[config.mk]
export PLATFORM = sky130hd
export DESIGN_NAME = ifconv_sched
export DESIGN_NICKNAME = d
export VERILOG_FILES = /design/src/rtl/ifconv_sched.sv
export SDC_FILE = /design/constraint.sdc
export NUM_CORES = 1
export LEC_CHECK = 0
export BUFFER_PORTS_ARGS = -buffer_cell sky130_fd_sc_hd__buf_2
export CORE_AREA = 2 2 158 160
export CTS_BUF_LIST = sky130_fd_sc_hd__clkbuf_4 sky130_fd_sc_hd__clkbuf_8
export CTS_CLUSTER_DIAMETER = 100
export DETAILED_ROUTE_END_ITERATION = 8
export DIE_AREA = 0 0 160 162
export PLACE_DENSITY_LB_ADDON = 0.08
export SLEW_MARGIN = 20
export SYNTH_ARGS = -nofsm -noshare
export SYNTH_HDL_FRONTEND = slang
export SYNTH_SLANG_ARGS = --single-unit
[constraint.sdc]
create_clock -name clk -period 1.9 [get_ports clk]
set_input_delay 0 -clock clk [delete_from_list [all_inputs] [get_ports clk]]
set_output_delay 0 -clock clk [all_outputs]
set_load 0.01 [all_outputs]
[src/rtl/ifconv_sched.sv]
// Two-port round-robin issue scheduler for the shared int-to-float convert unit.
// Shadows the unit's two clkEn-gated stages with {vld, tag, port} and stalls on output backpressure.
module ifconv_sched #(
  parameter int TAG_W = 9
) (
  input  logic             clk,
  input  logic             rst,
  input  logic             flush,
  input  logic             req0_vld,
  output logic             req0_rdy,
  input  logic [63:0]      req0_A,
  input  logic             req0_isS,
  input  logic [1:0]       req0_fmt,
  input  logic [TAG_W-1:0] req0_tag,
  input  logic             req1_vld,
  output logic             req1_rdy,
  input  logic [63:0]      req1_A,
  input  logic             req1_isS,
  input  logic [1:0]       req1_fmt,
  input  logic [TAG_W-1:0] req1_tag,
  output logic             cv_en,
  output logic             cv_clkEn,
  output logic [63:0]      cv_A,
  output logic             cv_isS,
  output logic             cv_toSNG,
  output logic             cv_toDBL,
  output logic             cv_toEXT,
  input  logic [81:0]      cv_res,
  input  logic [1:0]       cv_rtyp,
  output logic             out_vld,
  input  logic             out_rdy,
  output logic [81:0]      out_res,
  output logic [1:0]       out_rtyp,
  output logic [TAG_W-1:0] out_tag,
  output logic             out_port,
  output logic             err_illegal
);

  typedef struct packed {
    logic             vld;
    logic [TAG_W-1:0] tag;
    logic             port;
  } ent_t;

  ent_t       s1_q, s1_d, s2_q, s2_d;
  logic       rr_q, rr_d, err_q, err_d;
  logic       adv, e0, e1, gnt, win, legal;
  logic [1:0] fmt_w;

  always_comb begin
    adv   = !s2_q.vld || out_rdy;
    e0    = req0_vld && adv && !flush && rst;
    e1    = req1_vld && adv && !flush && rst;
    gnt   = e0 || e1;
    // rr names the winner only under contention; a lone requester always wins
    win   = (e0 && e1) ? rr_q : e1;
    rr_d  = (e0 && e1) ? ~rr_q : rr_q;
    fmt_w = win ? req1_fmt : req0_fmt;
    legal = gnt && (fmt_w != 2'b00);

    req0_rdy = gnt && !win;
    req1_rdy = gnt && win;
    cv_en    = legal;
    cv_clkEn = adv || flush || !rst;
    cv_A     = win ? req1_A : req0_A;
    cv_isS   = win ? req1_isS : req0_isS;
    cv_toSNG = legal && (fmt_w == 2'b01);
    cv_toDBL = legal && (fmt_w == 2'b10);
    cv_toEXT = legal && (fmt_w == 2'b11);

    s1_d = s1_q;
    s2_d = s2_q;
    if (adv) begin
      s2_d     = s1_q;
      s1_d.vld  = legal;
      s1_d.tag  = win ? req1_tag : req0_tag;
      s1_d.port = win;
    end
    if (flush) begin
      s1_d.vld = 1'b0;
      s2_d.vld = 1'b0;
    end
    err_d = gnt && !legal;

    out_vld  = s2_q.vld && rst;
    out_tag  = s2_q.tag;
    out_port = s2_q.port;
    out_res  = cv_res;
    out_rtyp = cv_rtyp;
    err_illegal = err_q;
  end

  always_ff @(posedge clk) begin
    if (!rst) begin
      s1_q.vld <= 1'b0;
      s2_q.vld <= 1'b0;
      rr_q     <= 1'b0;
      err_q    <= 1'b0;
    end else begin
      s1_q  <= s1_d;
      s2_q  <= s2_d;
      rr_q  <= rr_d;
      err_q <= err_d;
    end
  end

endmodule

* Yosys cells after proc, flatten, opt, wreduce, memory -nomap -nowiden
Index checks and enable logic that the tools add are counted.
Operators by class: add/subtract/negate cells 0, multiply operators 0, div/mod/pow operators 0, magnitude comparators 0, equal/unequal tests 3, shifts and indexed selects 0, multiplexer cells 5, bitwise gates (word level) 2, reductions and logical operators 27
Operators with widths (number):
- $mux 64 | 1
- $logic_and 1x1->1 | 15
- $mux 9 | 1
- $logic_not 1->1 | 5
- $eq 2x2->1 const B | 2
- $logic_or 1x1->1 | 4
- $eq 2x1->1 const B | 1
- $mux 1 | 2
- $mux 2 | 1
- $not 1->1 | 2
- $reduce_and 2->1 | 1
- $reduce_bool 2->1 | 1
- $reduce_or 2->1 | 1
Word-level totals: register bits after elaboration 24, latch bits 0, memory bits (writable) 0, memory bits (read-only) 0, output and inout bits 168, word-level logic and storage cells 45, memories 0

* Longest topological paths before layout
Gate-level depths: netlist (run 1).
depth in word-level cells 12, mapped depth 7, gate-level depth less buffers 4

* Worst setup path after synthesis (run 1)
No wires, ideal clock.
path type flip-flop to flip-flop, from register rr_q, to register s1_q[1] (netlist bit), data pin, library setup time 0.260 ns, data arrival time 1.239 ns, required time 1.640 ns, setup slack 0.400 ns, stages on the path, launching flop included 6, clock period less this slack 1.500 ns, cell sequence dfxtp_1 > nand2b_1 > nand3_4 > buf_6 > buf_6 > mux2_4
Between the ends: word-level cells in the longest chain between the ends 2
RTL lines:
- start: declaration | RTL line 46 | logic rr_q, rr_d, err_q, err_d;
- start signal: assignment | RTL line 102 | rr_q <= rr_d;
- $mux 1 | RTL line 56 | win = (e0 && e1) ? rr_q : e1;
- $mux 9 | RTL line 76 | s1_d.tag = win ? req1_tag : req0_tag;
- end: declaration | RTL line 45 | ent_t s1_q, s1_d, s2_q, s2_d;
Every way passes these cells. A chain may end at the register's enable or synchronous reset.

* Final worst setup path (run 1)
from register rr_q, to output port cv_A[5]
Between the ends: word-level cells in the longest chain between the ends 2
RTL lines:
- $mux 1 | RTL line 56
- $mux 64 | RTL line 65 | cv_A = win ? req1_A : req0_A;
- end: declaration | RTL line 23 | output logic [63:0] cv_A,
Every way passes these cells.

==> results_dict.tcl, run 1 <==
set metrics [dict create \
    r2r-end "s1_q[2]$_DFFE_PP_" \
    timing.final.ws_setup_ns 0.1089 \
    endpoint_kind "primary output" \
    drtIter0Drc 54 \
    r2r-start "rr_q$_SDFFE_PN0P_" \
    rsz0062_at_grt "false" \
    nFillCells 2792 \
    grt_max_degree 30 \
    grt_pass1_vias 2247 \
    reg2reg_slack_ns 0.35 \
    multiInputGateArea_mm2 0.001226 \
    drive_above_1_share 0.8434 \
    initial_core_util 0.1122 \
    met1_usage 0.09592 \
    tightest_slew_ns 0.7217 \
    synth_cell_type_count 30 \
    timing.slew.headroom 0.5167 \
    cp.arrival_ns 1.79 \
    hold-path-endpoint "out_res[13]" \
    met2_usage 0.1393 \
    finalCoreUtilization 0.1578 \
    comb_power_share 0.358 \
    hp-start "cv_res[13]" \
    fmax_ghz 0.5583 \
    crit_chain "nand2b_1 -> nand3_4 -> buf_12 -> clkbuf_16 -> mux2_2 -> buf_2" \
    finalSetupViolations 0 \
    die_area_mm2 0.02592 \
    htree_levels 1 \
    numPortBuffers 241 \
    dp_hpwl_mm 10.95 \
    grt_pass1_wl_mm 16.21 \
    p_switching_uw 446.3 \
    postCtsSetupBuffers 0 \
    antenna_found_initial 2 \
    min_path_cells 0 \
    path_clk_slew_ns 0.09 \
    stdcell_count 720 \
    cts_buffer_depth 2 \
    ctsHoldBuffers 0 \
    status "finished, final reports clean" \
    finalSetupTns_ns 0 \
    avgSynthCellArea_um2 11.22 \
    routabilityCongestion 0.7847 \
    wl_mm 12.96 \
    grt_busiest_layer "met2" \
    mostFrequentLayoutCell "buf_2" \
    drc_errors 0 \
    dr.pass1.iters 4 \
    wire_per_inst_um 18.00 \
    worst_hold_slack_ns 0.000003928 \
    synthTopCellsByArea "buf_4 (26%), edfxtp_1 (22%), mux2_4 (21%)" \
    place_inst 709 \
    hold_class "in2out" \
    die_h_um 162 \
    antenna_cells 0 \
    clock_latency_ns 0.27 \
    yosysWarnings 0 \
    nets 639 \
    worstPathMaxFanout 14 \
    cts_resized 0 \
    io_pins 410 \
    layout_common_cells "buf_2 (241), mux2_4 (38), mux2_2 (36)" \
    finClkSkew_ns 0.002869 \
    switching_share 0.2672 \
    cts_root_buf "clkbuf_8" \
    synth_top_area_cell "buf_4" \
    crit_required_ns 1.90 \
    clkPwrFrac 0.276 \
    intPower_uw 1224 \
    synth_area_mm2 0.002704 \
    seq_area_um2 680.7 \
    pre_cts_slack_ns 0.3269 \
    rr_worst_depth 5 \
    ys_seq_area_frac 0.2517 \
    powerDensity_mw_per_mm2 438.9 \
    cellLeakagePower_uw 0.001941 \
    hold_viol_final 0 \
    dieWidth_um 160 \
    via_per_inst 3.208 \
    min_period_over_period 0.9427 \
    final.min_clock_period_ns 1.791 \
    grt.met3_usage 0.04367 \
    worstSetupStartpointType "flip-flop" \
    critPathMaxStageDelay_ns 0.35 \
    peakVddDrop_mv 0.2131 \
    cts_tree "yes" \
    num_vias 2310 \
    cts.sinks 24 \
    max_cap_viol_count 0 \
    synth_top_area_frac 0.2610 \
    synth_nets 483 \
    ys_seq_elements 24 \
    slowest_stage "mux2_2" \
    syn2layout_area_growth_pct 40.72 \
    critical_path_class "reg2out" \
    core-area_mm2 0.02411 \
    seqPwrFrac 0.366 \
    ant_nets 0 \
    cts_inserted_buffers 3 \
    rows 57 \
    overflow 0 \
    grt_use_total 0.08582 \
    syn_inst 241 \
    drv_slew 0 \
]
state kept, by name (all words and copies together), names as in the netlist:
name         count
out_port         1
out_tag          9
rr_q             1
s2_q             1
s1_q            11
err_illegal      1
critical path, delay by kind of cell (launching register included):
| kind | cells | cell delay (ns) |
|---|---|---|
| muxes | 1 | 0.35 |
| DFF | 1 | 0.34 |
| and+or+nand+nor | 2 | 0.30 |
| buffers and inverters | 3 | 0.52 |
per-layer routing:
metal / up-vias / share of wire
met5: - / 0
met4: 0 / 0.031
met3: 49 / 0.12
met2: 166 / 0.47
met1: 1033 / 0.38
li1: 1062 / -
metrics by stage:
| step | power, uW | area, um^2 |
|---|---|---|
| global placement | 1218 | 3616 |
| finish | 1670 | 3805 |
| detailed placement | 1218 | 3616 |
| global route | 1768 | 3805 |
| CTS | 1691 | 3687 |
| floorplan | 1083 | 2704 |
worst max path at each step:
| stage | startpoint | to |
|---|---|---|
| floorplan | rr_q$_SDFFE_PN0P_ | s1_q[1]$_DFFE_PP_ |
| global route | rr_q$_SDFFE_PN0P_ | cv_A[16] |
| detailed placement | rr_q$_SDFFE_PN0P_ | s1_q[2]$_DFFE_PP_ |
| finish | rr_q$_SDFFE_PN0P_ | cv_A[5] |
| CTS | rr_q$_SDFFE_PN0P_ | cv_A[16] |
| global placement | rr_q$_SDFFE_PN0P_ | s1_q[2]$_DFFE_PP_ |
power groups by stage:
stage                     clock, uW  sequential, uW  combinational [uW]
after floorplan                   0             623                 460
after CTS                       482             611                 598
after global placement            0             623                 595
after detailed placement          0             623                 595
after global routing            506             614                 649
final                           461             611                 598
cell families after synthesis:
group,Yosys count,synth area share
simple gates,23,0.05599
buf+inv,107,0.2948
compound gates,13,0.03656
mux,74,0.3609
flops,24,0.2517
cell usage after synthesis, drive strengths merged:
| library cell | instances |
|---|---|
| nand3 | 2 |
| o211ai | 1 |
| nand2 | 2 |
| a311oi | 1 |
| edfxtp | 20 |
| nor3 | 1 |
| nand4 | 2 |
| nand2b | 2 |
| nor2b | 5 |
| o21ba | 1 |
| nand3b | 1 |
| o311ai | 2 |
| and2 | 2 |
| mux2 | 74 |
| a21oi | 3 |
| and4 | 1 |
| nor2 | 2 |
| a21boi | 1 |
| or4 | 2 |
| a311o | 1 |
| buf | 103 |
| and3b | 1 |
| dfxtp | 4 |
| o21a | 1 |
| inv | 4 |
| o31ai | 2 |
final cells by class:
class | count | area share
Clock inverter | 1 | 0.007892
Sequential cell | 24 | 0.1789
Timing Repair Buffer | 254 | 0.3696
Clock buffer | 3 | 0.01085
Multi-Input combinational cell | 110 | 0.3223
Tap cell | 324 | 0.1065
Inverter | 4 | 0.003946
No activity file was read; power rests on OpenSTA's default activity.
==> run 2: changes to the inputs <==
- CORE_AREA: 2 2 158 160 -> 2 2 160 162
- CTS_BUF_LIST: sky130_fd_sc_hd__clkbuf_4 sky130_fd_sc_hd__clkbuf_8 -> sky130_fd_sc_hd__clkbuf_16
- DIE_AREA: 0 0 160 162 -> 0 0 162 164
==> results_dict.tcl, run 2 (synthesis results as in run 1) <==
set metrics [dict create \
    status "finished, final reports clean" \
    worstSetupStartpointType "flip-flop" \
    hold_viol_final 0 \
    cp.arrival_ns 1.79 \
    rows 58 \
    min_period_over_period 0.9397 \
    mostFrequentLayoutCell "buf_2" \
    max_cap_viol_count 0 \
    grt_pass1_vias 2277 \
    comb_power_share 0.349 \
    place_inst 715 \
    via_per_inst 3.192 \
    p_switching_uw 447.6 \
    pre_cts_slack_ns 0.2630 \
    fmax_ghz 0.5601 \
    wire_per_inst_um 16.96 \
    hp-start "cv_res[59]" \
    wl_mm 12.19 \
    syn2layout_area_growth_pct 37.02 \
    cts_buffer_depth 2 \
    finClkSkew_ns 0.002973 \
    crit_required_ns 1.90 \
    crit_buf_inv 2 \
    endpoint_kind "primary output" \
    switching_share 0.2698 \
    clkPwrFrac 0.282 \
    crit_chain "nand2b_2 -> nand3_4 -> buf_12 -> mux2_2 -> buf_2" \
    grt_pass1_wl_mm 15.81 \
    io_pins 410 \
    htree_levels 1 \
    cts_inserted_buffers 3 \
    numPortBuffers 241 \
    largest_reg_flops 11 \
    hold_class "in2out" \
    dpl_cell_area_mm2 0.003623 \
    antenna_found_initial 0 \
    core-area_mm2 0.02482 \
    nets 632 \
    drv_slew 0 \
    drtIter0Drc 78 \
    drc_errors 0 \
    cellLeakagePower_uw 0.001878 \
    cts.sinks 24 \
    max_flop_register "s1_q" \
    critPathMaxStageDelay_ns 0.40 \
    r2r-start "rr_q$_SDFFE_PN0P_" \
    worstPathMaxFanout 27 \
    cts_tree "yes" \
    routabilityCongestion 0.6856 \
    clock_latency_ns 0.26 \
    num_vias 2295 \
    powerDensity_mw_per_mm2 447.8 \
    initial_core_util 0.1089 \
    timing.final.ws_setup_ns 0.1146 \
    ant_nets 0 \
    stdcell_count 719 \
    slowest_stage "mux2_2" \
    crit_family "multiplexers" \
    intPower_uw 1211 \
    final.min_clock_period_ns 1.785 \
    peakVddDrop_mv 0.2652 \
    die_h_um 164 \
    cts_root_buf "clkbuf_16" \
    path_clk_slew_ns 0.06 \
    crit_start "rr_q$_SDFFE_PN0P_" \
    timing.slew.headroom 0.6092 \
    overflow 0 \
    dieWidth_um 162 \
    antenna_cells 0 \
    seqPwrFrac 0.369 \
    die_area_mm2 0.02657 \
    finalSetupViolations 0 \
    finalSetupTns_ns 0 \
    dr.pass1.iters 4 \
    grt_max_degree 29 \
    tightest_slew_ns 0.5836 \
    dp_hpwl_mm 10.77 \
    rsz0062_at_grt "false" \
    fin_area_mm2 0.003705 \
    critical_path_class "reg2out" \
    layout_common_cells "buf_2 (241), mux2_4 (38), mux2_2 (36)" \
    nFillCells 2865 \
    drive_above_1_share 0.8406 \
    grt_use_total 0.08152 \
]
-- run 2: final timing paths --
path                            cells after the start  slack (ns)                   end
worst max-delay path                                5        0.11               cv_A[8]
worst min-delay path                                0    0.000004           out_res[59]
worst max register to register                      4        0.33     s1_q[4]$_DFFE_PP_
worst min register to register                      0        0.42  out_tag[0]$_DFFE_PP_
-- run 2: power groups by stage --
stage          clock [uW]  sequential (uW)  combinational [uW]
4_1_cts               496              612                 597
6_report              468              611                 579
3_5_place_dp            0              623                 593
5_1_grt               515              614                 632
3_3_place_gp            0              623                 597
2_1_floorplan           0              623                 460
-- run 2: repair_timing --
action,CTS,global route
hold buffers,0,0
resized for setup,0,1
setup buffers,0,0
setup endpoints to repair,0,31
-- run 2: through the flow --
step | total power (uW) | util | hold slack, ns
2_1_floorplan | 1083 | - | 0.09177
3_3_place_gp | 1221 | 0.1460 | 0.00006862
3_5_place_dp | 1217 | 0.1460 | 0.00006862
4_1_cts | 1704 | 0.1492 | 0.00006862
5_1_grt | 1761 | 0.1493 | 0.00001507
6_report | 1659 | 0.1493 | 0.000003918
-- run 2: final cells by class --
type / instances / area (um^2) / share of cell area
inverter: 4 / 15.01 / 0.004053
multi-input combinational: 110 / 1229 / 0.3316
sequential: 24 / 680.7 / 0.1837
tap: 330 / 412.9 / 0.1114
clock buffer: 3 / 75.07 / 0.02026
timing repair buffer: 247 / 1289 / 0.3479
clock inverter: 1 / 3.754 / 0.001013
-- run 2: worst reg2reg max path: cells and delay by family (launching register included) --
family | cells | cell delay (ns)
flops | 1 | 0.33
simple gates | 2 | 0.39
mux | 1 | 0.36
buf+inv | 1 | 0.24
-- run 2: metal layers --
layer | vias to the layer above | track usage | share of wire
met3 | 36 | 0.02348 | 0.10
met4 | 0 | 0.02454 | 0.020
met2 | 153 | 0.1377 | 0.50
met5 | - | 0 | 0
li1 | 1050 | - | -
met1 | 1056 | 0.1005 | 0.38
==> run 3: changes to the inputs <==
- BUFFER_PORTS_ARGS: -buffer_cell sky130_fd_sc_hd__buf_2 -> default
- CELL_PAD_IN_SITES_DETAIL_PLACEMENT: default -> 0
- CELL_PAD_IN_SITES_GLOBAL_PLACEMENT: default -> 1
- DONT_BUFFER_PORTS: default -> 1
==> results_dict.tcl, run 3 (synthesis results as in run 1) <==
set metrics [dict create \
    grt_pass1_vias 1550 \
    finalSetupTns_ns 0 \
    critical_path_class "reg2reg" \
    worstPathMaxFanout 7 \
    overflow 0 \
    comb_power_share 0.250 \
    max_flop_register "s1_q" \
    powerDensity_mw_per_mm2 530.6 \
    cellLeakagePower_uw 0.001054 \
    rsz0062_at_grt "false" \
    p_switching_uw 399.2 \
    wl_mm 10.77 \
    path_clk_slew_ns 0.07 \
    endpoint_kind "flip-flop" \
    finClkSkew_ns 0.003602 \
    min_path_cells 0 \
    pre_cts_slack_ns 0.2647 \
    max_cap_viol_count 0 \
    syn2layout_area_growth_pct 2.406 \
    num_vias 1506 \
    cts_inserted_buffers 3 \
    crit_required_ns 2.10 \
    rr_worst_depth 5 \
    timing.final.ws_setup_ns 0.07673 \
    switching_share 0.2717 \
    timing.slew.headroom 0.4774 \
    drive_above_1_share 0.5337 \
    core-area_mm2 0.02482 \
    antenna_found_initial 1 \
    cts_tree "yes" \
    hold_viol_final 0 \
    dr.pass1.iters 3 \
    drtIter0Drc 71 \
    ant_nets 0 \
    tightest_slew_ns 0.7805 \
    final.min_clock_period_ns 1.823 \
    nets 421 \
    intPower_uw 1070 \
    dp_hpwl_mm 9.355 \
    cts_buffer_depth 2 \
    drv_slew 0 \
    clkPwrFrac 0.325 \
    initial_core_util 0.1089 \
    via_per_inst 2.965 \
    min_period_over_period 0.9596 \
    drc_errors 0 \
    clock_latency_ns 0.26 \
    numPortBuffers 0 \
    antenna_cells 0 \
    peakVddDrop_mv 0.2987 \
    die_h_um 164 \
    layout_common_cells "mux2_4 (38), mux2_2 (36), dlygate4sd3_1 (21)" \
    cts_root_buf "clkbuf_16" \
    grt_use_total 0.07142 \
    cp.arrival_ns 2.03 \
    io_pins 410 \
    die_area_mm2 0.02657 \
    cts.sinks 24 \
    wire_per_inst_um 21.20 \
    routabilityCongestion 0.6421 \
    grt_pass1_wl_mm 13.34 \
    worstSetupStartpointType "flip-flop" \
    seqPwrFrac 0.424 \
    mostFrequentLayoutCell "mux2_4" \
    finalSetupViolations 0 \
    rows 58 \
    status "finished, final reports clean" \
    fmax_ghz 0.5485 \
    grt_max_degree 28 \
    htree_levels 1 \
    largest_reg_flops 11 \
    hold_class "in2out" \
    dieWidth_um 162 \
]
==> run 3: changes by cell type in the layout (fill, tap and decap cells not counted), sizes merged <==
cell	previous run	this run
inv	4	5
clkinv	1	0
dlygate4sd3	0	21
buf	247	15
==> run 3: cell type report <==
cell class	count	area (um^2)
multi-input cells	110	1230
clock inverters	1	3.754
clock buffers	3	75.07
inverters	4	15.01
flip-flops and latches	24	680.7
repair buffers	36	351.6
well taps	330	412.9
fillers	2878	22050
==> run 3: worst paths after layout <==
path / startpoint / to / slack [ns]
setup / recovery: s2_q[10]$_SDFFE_PP0N_ / rr_q$_SDFFE_PN0P_ / 0.08
hold / removal: cv_res[20] / out_res[20] / 0.000004
setup reg to reg: s2_q[10]$_SDFFE_PP0N_ / rr_q$_SDFFE_PN0P_ / 0.08
hold reg to reg: s1_q[6]$_DFFE_PP_ / out_tag[5]$_DFFE_PP_ / 0.42
==> run 3: power groups by stage <==
stage               clock (uW)  combinational (uW)  sequential (uW)
global placement             0                 340              636
CTS                        503                 377              624
global route               522                 396              627
floorplan                    0                 460              623
finish                     478                 368              623
detailed placement           0                 337              636
==> run 3: critical path, stage by stage (launching register included) <==
cell and delay (ns):
dfxtp_1 0.32, nor2b_1 0.15, buf_4 0.16, or4_1 0.46, a21boi_1 0.13, dlygate4sd3_1 0.55
==> run 3: what timing repair did <==
item                                    4_1_cts  5_1_grt
hold endpoints to repair                     12        0
resized for setup                             1        2
hold buffers                                 21        0
setup buffers                                 0        3
endpoints found under the setup margin       17        6
pin swaps                                     0        1
==> run 3: metrics by stage <==
step	cell area [um^2]	std cells	hold slack, ns	utilization	power [uW]
after global routing	2769	508	0.00001505	0.1116	1545
after global placement	2450	480	0.00006862	0.09871	975.6
after detailed placement	2450	480	0.00006862	0.09871	973.2
final	2769	508	0.000003926	0.1116	1469
after floorplan	2704	241	0.09177	-	1083
after CTS	2743	505	0.00006862	0.1105	1504
==> run 3: metal layers <==
metal	wire length, um	share of wire	global-route usage	vias up
li1	-	-	-	627
met2	4973	0.46	0.1066	147
met3	1225	0.11	0.03232	32
met1	4376	0.41	0.09259	700
met4	192	0.018	0.02011	0
met5	0	0	0	-
